### src/rtl/stack_arbiter_if.sv
// Bundle of the two requester ports and the shared-stack command bus served by stack_arbiter.
// The arbiter takes the slave view; the requesters and the stack take the master view.
interface stack_arbiter_if #(
  parameter int data_width  = 8,
  parameter int STACK_depth = 8
);
  localparam int CW = $clog2(STACK_depth + 1);

  logic                  req_a, req_b;
  logic [1:0]            op_a, op_b;
  logic [data_width-1:0] din_a, din_b;
  logic                  gnt_a, gnt_b;
  logic                  done_a, done_b;
  logic                  err_a, err_b;
  logic [data_width-1:0] dout_a, dout_b;
  logic                  stk_push, stk_pop, stk_peak;
  logic [data_width-1:0] stk_dataIn;
  logic [data_width-1:0] stk_dataOut;
  logic [CW-1:0]         count;
  logic                  full, empty;

  modport slave (
    input  req_a, req_b, op_a, op_b, din_a, din_b, stk_dataOut,
    output gnt_a, gnt_b, done_a, done_b, err_a, err_b, dout_a, dout_b,
    output stk_push, stk_pop, stk_peak, stk_dataIn, count, full, empty
  );

  modport master (
    output req_a, req_b, op_a, op_b, din_a, din_b, stk_dataOut,
    input  gnt_a, gnt_b, done_a, done_b, err_a, err_b, dout_a, dout_b,
    input  stk_push, stk_pop, stk_peak, stk_dataIn, count, full, empty
  );
endinterface

### src/rtl/stack_arbiter.sv
// Round-robin arbiter sharing one stack between two requesters, one operation in flight.
// Grants, strobes and completions are decoded from registered state only.
module stack_arbiter #(
  parameter int data_width  = 8,
  parameter int STACK_depth = 8
) (
  input  logic           clk,
  input  logic           rst,
  stack_arbiter_if.slave bus
);
  localparam int CW = $clog2(STACK_depth + 1);
  localparam logic [CW-1:0] FULL_CNT = CW'(STACK_depth);
  localparam logic [1:0] OP_PUSH = 2'b00;
  localparam logic [1:0] OP_POP  = 2'b01;
  localparam logic [1:0] OP_PEAK = 2'b10;

  typedef enum logic [1:0] {IDLE, ISSUE, CAPTURE, RESP} state_t;

  state_t                state, state_nxt;
  logic                  win_b, prio_b, err_r;
  logic [1:0]            op_r;
  logic [data_width-1:0] din_r;
  logic [CW-1:0]         count_r;
  logic [data_width-1:0] dout_a_r, dout_b_r;
  logic                  any_req, sel_b, is_full, is_empty, legal;
  logic                  push_s, pop_s, peak_s;

  always_comb begin
    any_req   = bus.req_a || bus.req_b;
    // prio_b set means A was granted last, so B wins a tie
    sel_b     = bus.req_b && (!bus.req_a || prio_b);
    is_full   = (count_r == FULL_CNT);
    is_empty  = (count_r == '0);
    legal     = ((op_r == OP_PUSH) && !is_full) ||
                (((op_r == OP_POP) || (op_r == OP_PEAK)) && !is_empty);
    state_nxt = state;
    case (state)
      IDLE:    if (any_req) state_nxt = ISSUE;
      ISSUE:   state_nxt = (legal && (op_r != OP_PUSH)) ? CAPTURE : RESP;
      CAPTURE: state_nxt = RESP;
      RESP:    state_nxt = IDLE;
      default: state_nxt = IDLE;
    endcase
  end

  always_ff @(posedge clk or posedge rst) begin
    if (rst) begin
      state    <= IDLE;
      prio_b   <= 1'b0;
      win_b    <= 1'b0;
      err_r    <= 1'b0;
      count_r  <= '0;
      dout_a_r <= '0;
      dout_b_r <= '0;
    end else begin
      state <= state_nxt;
      if (state == IDLE && any_req) begin
        win_b  <= sel_b;
        prio_b <= !sel_b;
      end
      if (state == ISSUE) begin
        err_r <= !legal;
        if (push_s)     count_r <= count_r + CW'(1);
        else if (pop_s) count_r <= count_r - CW'(1);
      end
      // stack read data settled at the edge ending ISSUE
      if (state == CAPTURE) begin
        if (win_b) dout_b_r <= bus.stk_dataOut;
        else       dout_a_r <= bus.stk_dataOut;
      end
    end
  end

  always_ff @(posedge clk) begin
    if (state == IDLE && any_req) begin
      op_r  <= sel_b ? bus.op_b  : bus.op_a;
      din_r <= sel_b ? bus.din_b : bus.din_a;
    end
  end

  assign push_s = (state == ISSUE) && legal && (op_r == OP_PUSH);
  assign pop_s  = (state == ISSUE) && legal && (op_r == OP_POP);
  assign peak_s = (state == ISSUE) && legal && (op_r == OP_PEAK);

  assign bus.stk_push   = push_s;
  assign bus.stk_pop    = pop_s;
  assign bus.stk_peak   = peak_s;
  assign bus.stk_dataIn = push_s ? din_r : '0;

  assign bus.gnt_a  = (state == ISSUE) && !win_b;
  assign bus.gnt_b  = (state == ISSUE) &&  win_b;
  assign bus.done_a = (state == RESP)  && !win_b;
  assign bus.done_b = (state == RESP)  &&  win_b;
  assign bus.err_a  = (state == RESP)  && !win_b && err_r;
  assign bus.err_b  = (state == RESP)  &&  win_b && err_r;
  assign bus.dout_a = dout_a_r;
  assign bus.dout_b = dout_b_r;
  assign bus.count  = count_r;
  assign bus.full   = is_full;
  assign bus.empty  = is_empty;
endmodule

### src/flat_wrapper.sv
// flat-port wrapper written by rule: the top's interface ports become plain ports
module stack_arbiter_flat 
#(
  parameter int data_width  = 8,
  parameter int STACK_depth = 8
)
  (clk, rst, bus_req_a, bus_req_b, bus_op_a, bus_op_b, bus_din_a, bus_din_b, bus_stk_dataOut, bus_gnt_a, bus_gnt_b, bus_done_a, bus_done_b, bus_err_a, bus_err_b, bus_dout_a, bus_dout_b, bus_stk_push, bus_stk_pop, bus_stk_peak, bus_stk_dataIn, bus_count, bus_full, bus_empty);
  stack_arbiter_if #(.data_width(data_width), .STACK_depth(STACK_depth)) bus_i ();
  input  logic clk;
  input  logic rst;
  input wire logic [$bits(bus_i.req_a)-1:0] bus_req_a;
  input wire logic [$bits(bus_i.req_b)-1:0] bus_req_b;
  input wire logic [$bits(bus_i.op_a)-1:0] bus_op_a;
  input wire logic [$bits(bus_i.op_b)-1:0] bus_op_b;
  input wire logic [$bits(bus_i.din_a)-1:0] bus_din_a;
  input wire logic [$bits(bus_i.din_b)-1:0] bus_din_b;
  input wire logic [$bits(bus_i.stk_dataOut)-1:0] bus_stk_dataOut;
  output wire logic [$bits(bus_i.gnt_a)-1:0] bus_gnt_a;
  output wire logic [$bits(bus_i.gnt_b)-1:0] bus_gnt_b;
  output wire logic [$bits(bus_i.done_a)-1:0] bus_done_a;
  output wire logic [$bits(bus_i.done_b)-1:0] bus_done_b;
  output wire logic [$bits(bus_i.err_a)-1:0] bus_err_a;
  output wire logic [$bits(bus_i.err_b)-1:0] bus_err_b;
  output wire logic [$bits(bus_i.dout_a)-1:0] bus_dout_a;
  output wire logic [$bits(bus_i.dout_b)-1:0] bus_dout_b;
  output wire logic [$bits(bus_i.stk_push)-1:0] bus_stk_push;
  output wire logic [$bits(bus_i.stk_pop)-1:0] bus_stk_pop;
  output wire logic [$bits(bus_i.stk_peak)-1:0] bus_stk_peak;
  output wire logic [$bits(bus_i.stk_dataIn)-1:0] bus_stk_dataIn;
  output wire logic [$bits(bus_i.count)-1:0] bus_count;
  output wire logic [$bits(bus_i.full)-1:0] bus_full;
  output wire logic [$bits(bus_i.empty)-1:0] bus_empty;
  assign bus_i.req_a = bus_req_a;
  assign bus_i.req_b = bus_req_b;
  assign bus_i.op_a = bus_op_a;
  assign bus_i.op_b = bus_op_b;
  assign bus_i.din_a = bus_din_a;
  assign bus_i.din_b = bus_din_b;
  assign bus_i.stk_dataOut = bus_stk_dataOut;
  assign bus_gnt_a = bus_i.gnt_a;
  assign bus_gnt_b = bus_i.gnt_b;
  assign bus_done_a = bus_i.done_a;
  assign bus_done_b = bus_i.done_b;
  assign bus_err_a = bus_i.err_a;
  assign bus_err_b = bus_i.err_b;
  assign bus_dout_a = bus_i.dout_a;
  assign bus_dout_b = bus_i.dout_b;
  assign bus_stk_push = bus_i.stk_push;
  assign bus_stk_pop = bus_i.stk_pop;
  assign bus_stk_peak = bus_i.stk_peak;
  assign bus_stk_dataIn = bus_i.stk_dataIn;
  assign bus_count = bus_i.count;
  assign bus_full = bus_i.full;
  assign bus_empty = bus_i.empty;
  stack_arbiter #(.data_width(data_width), .STACK_depth(STACK_depth)) u_core (.clk(clk), .rst(rst), .bus(bus_i));
endmodule
### config.mk
export PLATFORM = sky130hd
export DESIGN_NAME = stack_arbiter_flat
export DESIGN_NICKNAME = d
export VERILOG_FILES = /design/src/rtl/stack_arbiter_if.sv /design/src/rtl/stack_arbiter.sv /design/src/flat_wrapper.sv
export SDC_FILE = /design/constraint.sdc
export NUM_CORES = 1
export LEC_CHECK = 0
export CORE_ASPECT_RATIO = 1.1
export CORE_MARGIN = 4
export CORE_UTILIZATION = 38
export CTS_CLUSTER_SIZE = 8
export DETAILED_ROUTE_END_ITERATION = 7
export GPL_TIMING_DRIVEN = 0
export PLACE_DENSITY_LB_ADDON = 0.08
export SLEW_MARGIN = 10
export SYNTH_ARGS = -nofsm -noshare
export SYNTH_HDL_FRONTEND = slang
export SYNTH_SLANG_ARGS = --single-unit
### constraint.sdc
create_clock -name clk -period 4.5 [get_ports clk]
set_clock_uncertainty 0.05 [all_clocks]
set_input_delay 1.35 -clock clk [delete_from_list [all_inputs] [get_ports clk]]
set_output_delay 1.35 -clock clk [all_outputs]
set_load 0.03 [all_outputs]
* After elaboration in Yosys (flattened, before gate mapping)
Cells that the tools add are included.
Cells by class: reduce and logical (&&, ||, !) cells 33, bitwise logic cells 1, equal/unequal tests 7, muxes and demuxes 8, add/sub/neg operators 2
Operators with widths (number):
- 8-bit two-way mux | 2
- 1-bit logical AND | 15
- 4-bit two-way mux | 2
- 2-bit case mux with 4 select lines | 1
- 2-bit equality test, second input constant | 3
- 1-bit zero test | 6
- 2-bit AND reduction | 3
- 4-bit by 1-bit adder with 4-bit output, second input constant | 1
- 2-bit by 1-bit equality test with 1-bit output, second input constant | 2
- 4-bit equality test, second input constant | 1
- 2-bit zero test | 2
- 4-bit zero test | 1
- 1-bit logical OR | 4
- 2-bit two-way mux | 2
- 2-bit nonzero test | 2
- 4-bit by 1-bit subtractor with 4-bit output, second input constant | 1
- 2-bit by 1-bit != test with 1-bit output, second input constant | 1
- 1-bit two-way mux | 1
- 1-bit inverter | 1
Storage, ports and cells: output and inout bits 39, register bits after elaboration 35, logic and storage cells 60

* Depth between registers and ports, before layout
word-level depth 8, mapped depth 13

* Worst setup path before layout
No wires, ideal clock.
path type register -> output, start point reg u_core.count_r[0] (netlist: u_core.bus.count[0]), end point out bus_empty, path slack 1.478 ns, arrival time 1.622 ns, cell stages (with the launch flop) 2, data required time 3.100 ns, path through dfrtp_1 nor4_1
On the way: cells in the longest elaborated chain, start to end 1
RTL lines:
- from (decl) | line stack_arbiter.sv:23 | logic [CW-1:0] count_r;
- from (signal assigned) | line stack_arbiter.sv:63 | if (push_s) count_r <= count_r + CW'(1);
- from (signal assigned) | line stack_arbiter.sv:64 | else if (pop_s) count_r <= count_r - CW'(1);
- 4-bit zero test | line stack_arbiter.sv:33 | is_empty = (count_r == '0);
- to (decl) | line flat_wrapper.sv:32 | output wire logic [$bits(bus_i.empty)-1:0] bus_empty;
No other way between the ends.

* Worst setup path in the final report
start point reg u_core.op_r[0], end point out bus_stk_dataIn[3]
On the way: cells in the longest elaborated chain, start to end 7
RTL lines:
- from (decl) | line stack_arbiter.sv:21 | logic [1:0] op_r;
- from (signal assigned) | line stack_arbiter.sv:76 | op_r <= sel_b ? bus.op_b : bus.op_a;
- 2-bit by 1-bit equality test with 1-bit output / 2-bit equality test (equally long branches) | line stack_arbiter.sv:35 | (((op_r == OP_POP) || (op_r == OP_PEAK)) && !is_empty);
- 1-bit logical OR | line stack_arbiter.sv:35
- 1-bit logical AND | line stack_arbiter.sv:35
- 1-bit logical OR | line stack_arbiter.sv:34 | legal = ((op_r == OP_PUSH) && !is_full) ||
- 1-bit logical AND | line stack_arbiter.sv:81 | assign push_s = (state == ISSUE) && legal && (op_r == OP_PUSH);
- 1-bit logical AND (*) | line stack_arbiter.sv:81
- 8-bit two-way mux (*) | line stack_arbiter.sv:88 | assign bus.stk_dataIn = push_s ? din_r : '0;
- to (decl) | line flat_wrapper.sv:29 | output wire logic [$bits(bus_i.stk_dataIn)-1:0] bus_stk_dataIn;
Every way passes the cells marked *; elsewhere a longest branch is shown, timed or not.

==> metrics.cfg <==
[run_status]
status = completed

[placed_design]
pre_cts_ws_ns = 0.932
placed_cells = 268
io_buffers = 70
postPlaceCellArea_sq_um = 2580
hpwl_mm = 3.05
gp_congestion = 0.749

[drt]
final_antenna_net_count = 0
wirelength_mm = 3.83
drt_iter0_markers = 24
vias = 1331
first_pass_iters = 4
drc_errors = 0
via_per_inst = 4.84
wl_per_cell_um = 13.9

[final_layout]
multi_input_area_sq_um = 816
synthToLayoutAreaGrowth_pct = 47.4
fin_area_sq_um = 2670
final_core_util_pct = 57.8
antennaDiodeCount = 0
drive_gt1_share_pct = 22.4
seq_area_sq_um = 926
nFillCells = 397
final_nets = 261
final_cells = 275

[clock_network]
cts.sinks = 35
cts_resized = 0
htree_levels = 2
cts_tree = done
clk_pin_slew_worst_paths_ns = 0.06
post-cts-setup-buffer-count = 0
cts-root-buf = clkbuf_8
clk_path_buf_depth = 2
clk_latency_ns = 0.28
holdBufCountCts = 0
numCtsBuffers = 5

[global_routing]
grt_pass1_vias = 1373
grt_max_degree = 26
antenna_found_initial = 0
grt_usage_pct = 14.1
grt_overflow = 0
grt_pass1_wl_mm = 6.38

[critical_path]
critPathMaxFanout = 11
cp-endpoint = bus_stk_dataIn[3]
slowest_delay_ns = 0.59
worstPathArrival_ns = 2.47
r2r-end = u_core.bus.count[3]
crit_chain = inv_1 > ha_1 > mux2i_1 > nand2_1 > and3_1 > buf_6 > and2_4 > clkdlybuf4s50_1
cp-startpoint = u_core.op_r[0]
r2r_slack_ns = 1.81
setup.worst_path.start_class = flop
regToRegStartpoint = u_core.op_r[0]
worstSetupPathType = flop to primary output
cp.required_ns = 3.10
reg2regPathDepth = 12
endpoint_kind = primary output
cpMaxStageDelayCell = clkdlybuf4s50_1

[floorplanning]
num_rows = 26
initial_core_util_pct = 39.2
core_area_sq_um = 4620
die_w_um = 73.8
dieArea_sq_um = 5940
ioPinCount = 71
dieHeight_um = 80.4

[sta]
slew_viol_final = 0
hold_slack_ns = 0.455
relSlewSlack_pct = 36.5
layout_setup_ws_ns = 0.633
finalCritPeriodShare_pct = 85.9
rsz0062_at_grt = no
fin_crit_ns = 3.87
setup_violations = 0
finalHoldViolations = 0
tightestPinTransition_ns = 0.951
fmax_mhz = 259
tns_ns = 0

[pwr]
p_total_mw = 1.82
ir_drop_mv = 0.237
p_leak_nw = 1.10
swShare_pct = 41.1
p_int_mw = 1.07
power_frac_clock_pct = 12.3
pwr-share-seq_pct = 31.8
p_per_area_nw_per_um2 = 681
power_frac_comb_pct = 55.9
power.switching_uw = 747

[yosys]
synth_cells = 142
synth.distinct_cells = 31
synth_area_sq_um = 1810
ys_seq_area_share_pct = 51.1
synth-seq-cells = 35
yosys_warnings = 0
synth_fp_nets = 184
syn_area_per_cell_sq_um = 12.8

[worst_hold_path]
holdCritPathClass = flop to flop
hp-start = u_core.bus.dout_b[6]

[run]
drv_cap = 0

==> sequential cells by signal, indices dropped and copies added (netlist names) <==
name,cells
u_core.prio_b,1
u_core.bus.dout_a,8
u_core.bus.count,4
u_core.err_r,1
u_core.bus.dout_b,8
u_core.din_r,8
u_core.state,2
u_core.win_b,1
u_core.op_r,2
==> how the worst min path moves through the flow <==
stage / to / cells past startpoint
CTS: u_core.bus.dout_b[6] / 1
global route: u_core.bus.dout_b[6] / 1
global placement: u_core.prio_b / 1
floorplan: u_core.prio_b / 1
finish: u_core.bus.dout_b[6] / 1
detailed placement: u_core.bus.dout_b[2] / 1
==> power by group through the flow <==
stage | Clock, mW | Combinational (mW) | Sequential [mW]
after floorplan | 0 | 0.472 | 0.753
after global placement | 0 | 0.999 | 0.576
after detailed placement | 0 | 1.03 | 0.585
after CTS | 0.237 | 1.03 | 0.579
after global routing | 0.254 | 1.09 | 0.597
final | 0.223 | 1.02 | 0.578
==> worst max-delay path, delay by kind of cell (launching register included) <==
kind | cells | cell delay (ns)
adder cells (fa/ha/maj) | 1 | 0.26
buffers and inverters | 3 | 0.83
flip-flops | 1 | 0.40
AND/OR/NAND/NOR | 3 | 0.46
multiplexers | 1 | 0.23
==> layer usage <==
layer / vias to the layer above / part of all wire [%] / GRT usage [%]
li1: 649 / - / -
met1: 625 / 36 / 14.8
met3: 5 / 10 / 6.38
met2: 52 / 52 / 24.6
met5: - / 0 / 0
met4: 0 / 1.0 / 4.35
==> cell usage after synthesis <==
library cell   n  area, sq um
nor2b_1        3         18.8
nor4_1         1         6.26
nor2_1         3         11.3
fa_1           1         20.0
dfrtp_1       25          626
buf_6          2         22.5
mux2_4         1         15.0
o211ai_1       1         7.51
edfxtp_1      10          300
mux2_2        26          293
mux2i_1        2         20.0
o21ai_0        4         20.0
nor3b_1        1         7.51
or3b_1         1         8.76
and4b_1        1         10.0
buf_2          2         10.0
nor3_4         1         16.3
xnor2_1        2         17.5
inv_1         10         37.5
o21a_4         1         15.0
a21oi_2        1         8.76
and2_1         6         37.5
a31oi_1        3         18.8
ha_1           9          113
and2_4         8         70.1
and3_1         2         12.5
nand3_1        2         10.0
a21oi_1        4         20.0
o21ai_1        2         10.0
nand2_1        6         22.5
nand4_1        1         6.26
==> placed cells by master, fill, tap and decap left out, types with 4 or more instances in the layout <==
master            n
nand2_1           6
a21oi_1           4
and2_4            8
clkbuf_8          6
ha_1              9
edfxtp_1         10
and2_1            6
o21ai_0           4
mux2_2           26
dfrtp_1          25
inv_1            10
clkdlybuf4s50_1  70
==> layout make-up <==
type                            count  share of cell area (%)
Buffer                              4                    1.22
Clock inverter                      1                   0.187
Clock buffer                        6                    3.09
Tap cell                           56                    2.62
Sequential cell                    35                    34.7
Inverter                           10                    1.41
Multi-Input combinational cell     93                    30.6
Timing Repair Buffer               70                    26.2
==> cells by family after synthesis <==
logic type / Yosys count / share of synthesized area [%]
AOI/OAI and AO/OA: 16 / 5.53
xor gates and xnor gates: 2 / 0.967
adders and majority gates: 10 / 7.32
buffers and inverters: 14 / 3.87
DFF: 35 / 51.1
muxes: 29 / 18.1
and+or+nand+nor: 36 / 13.1
(Power assumes the default switching activity.)
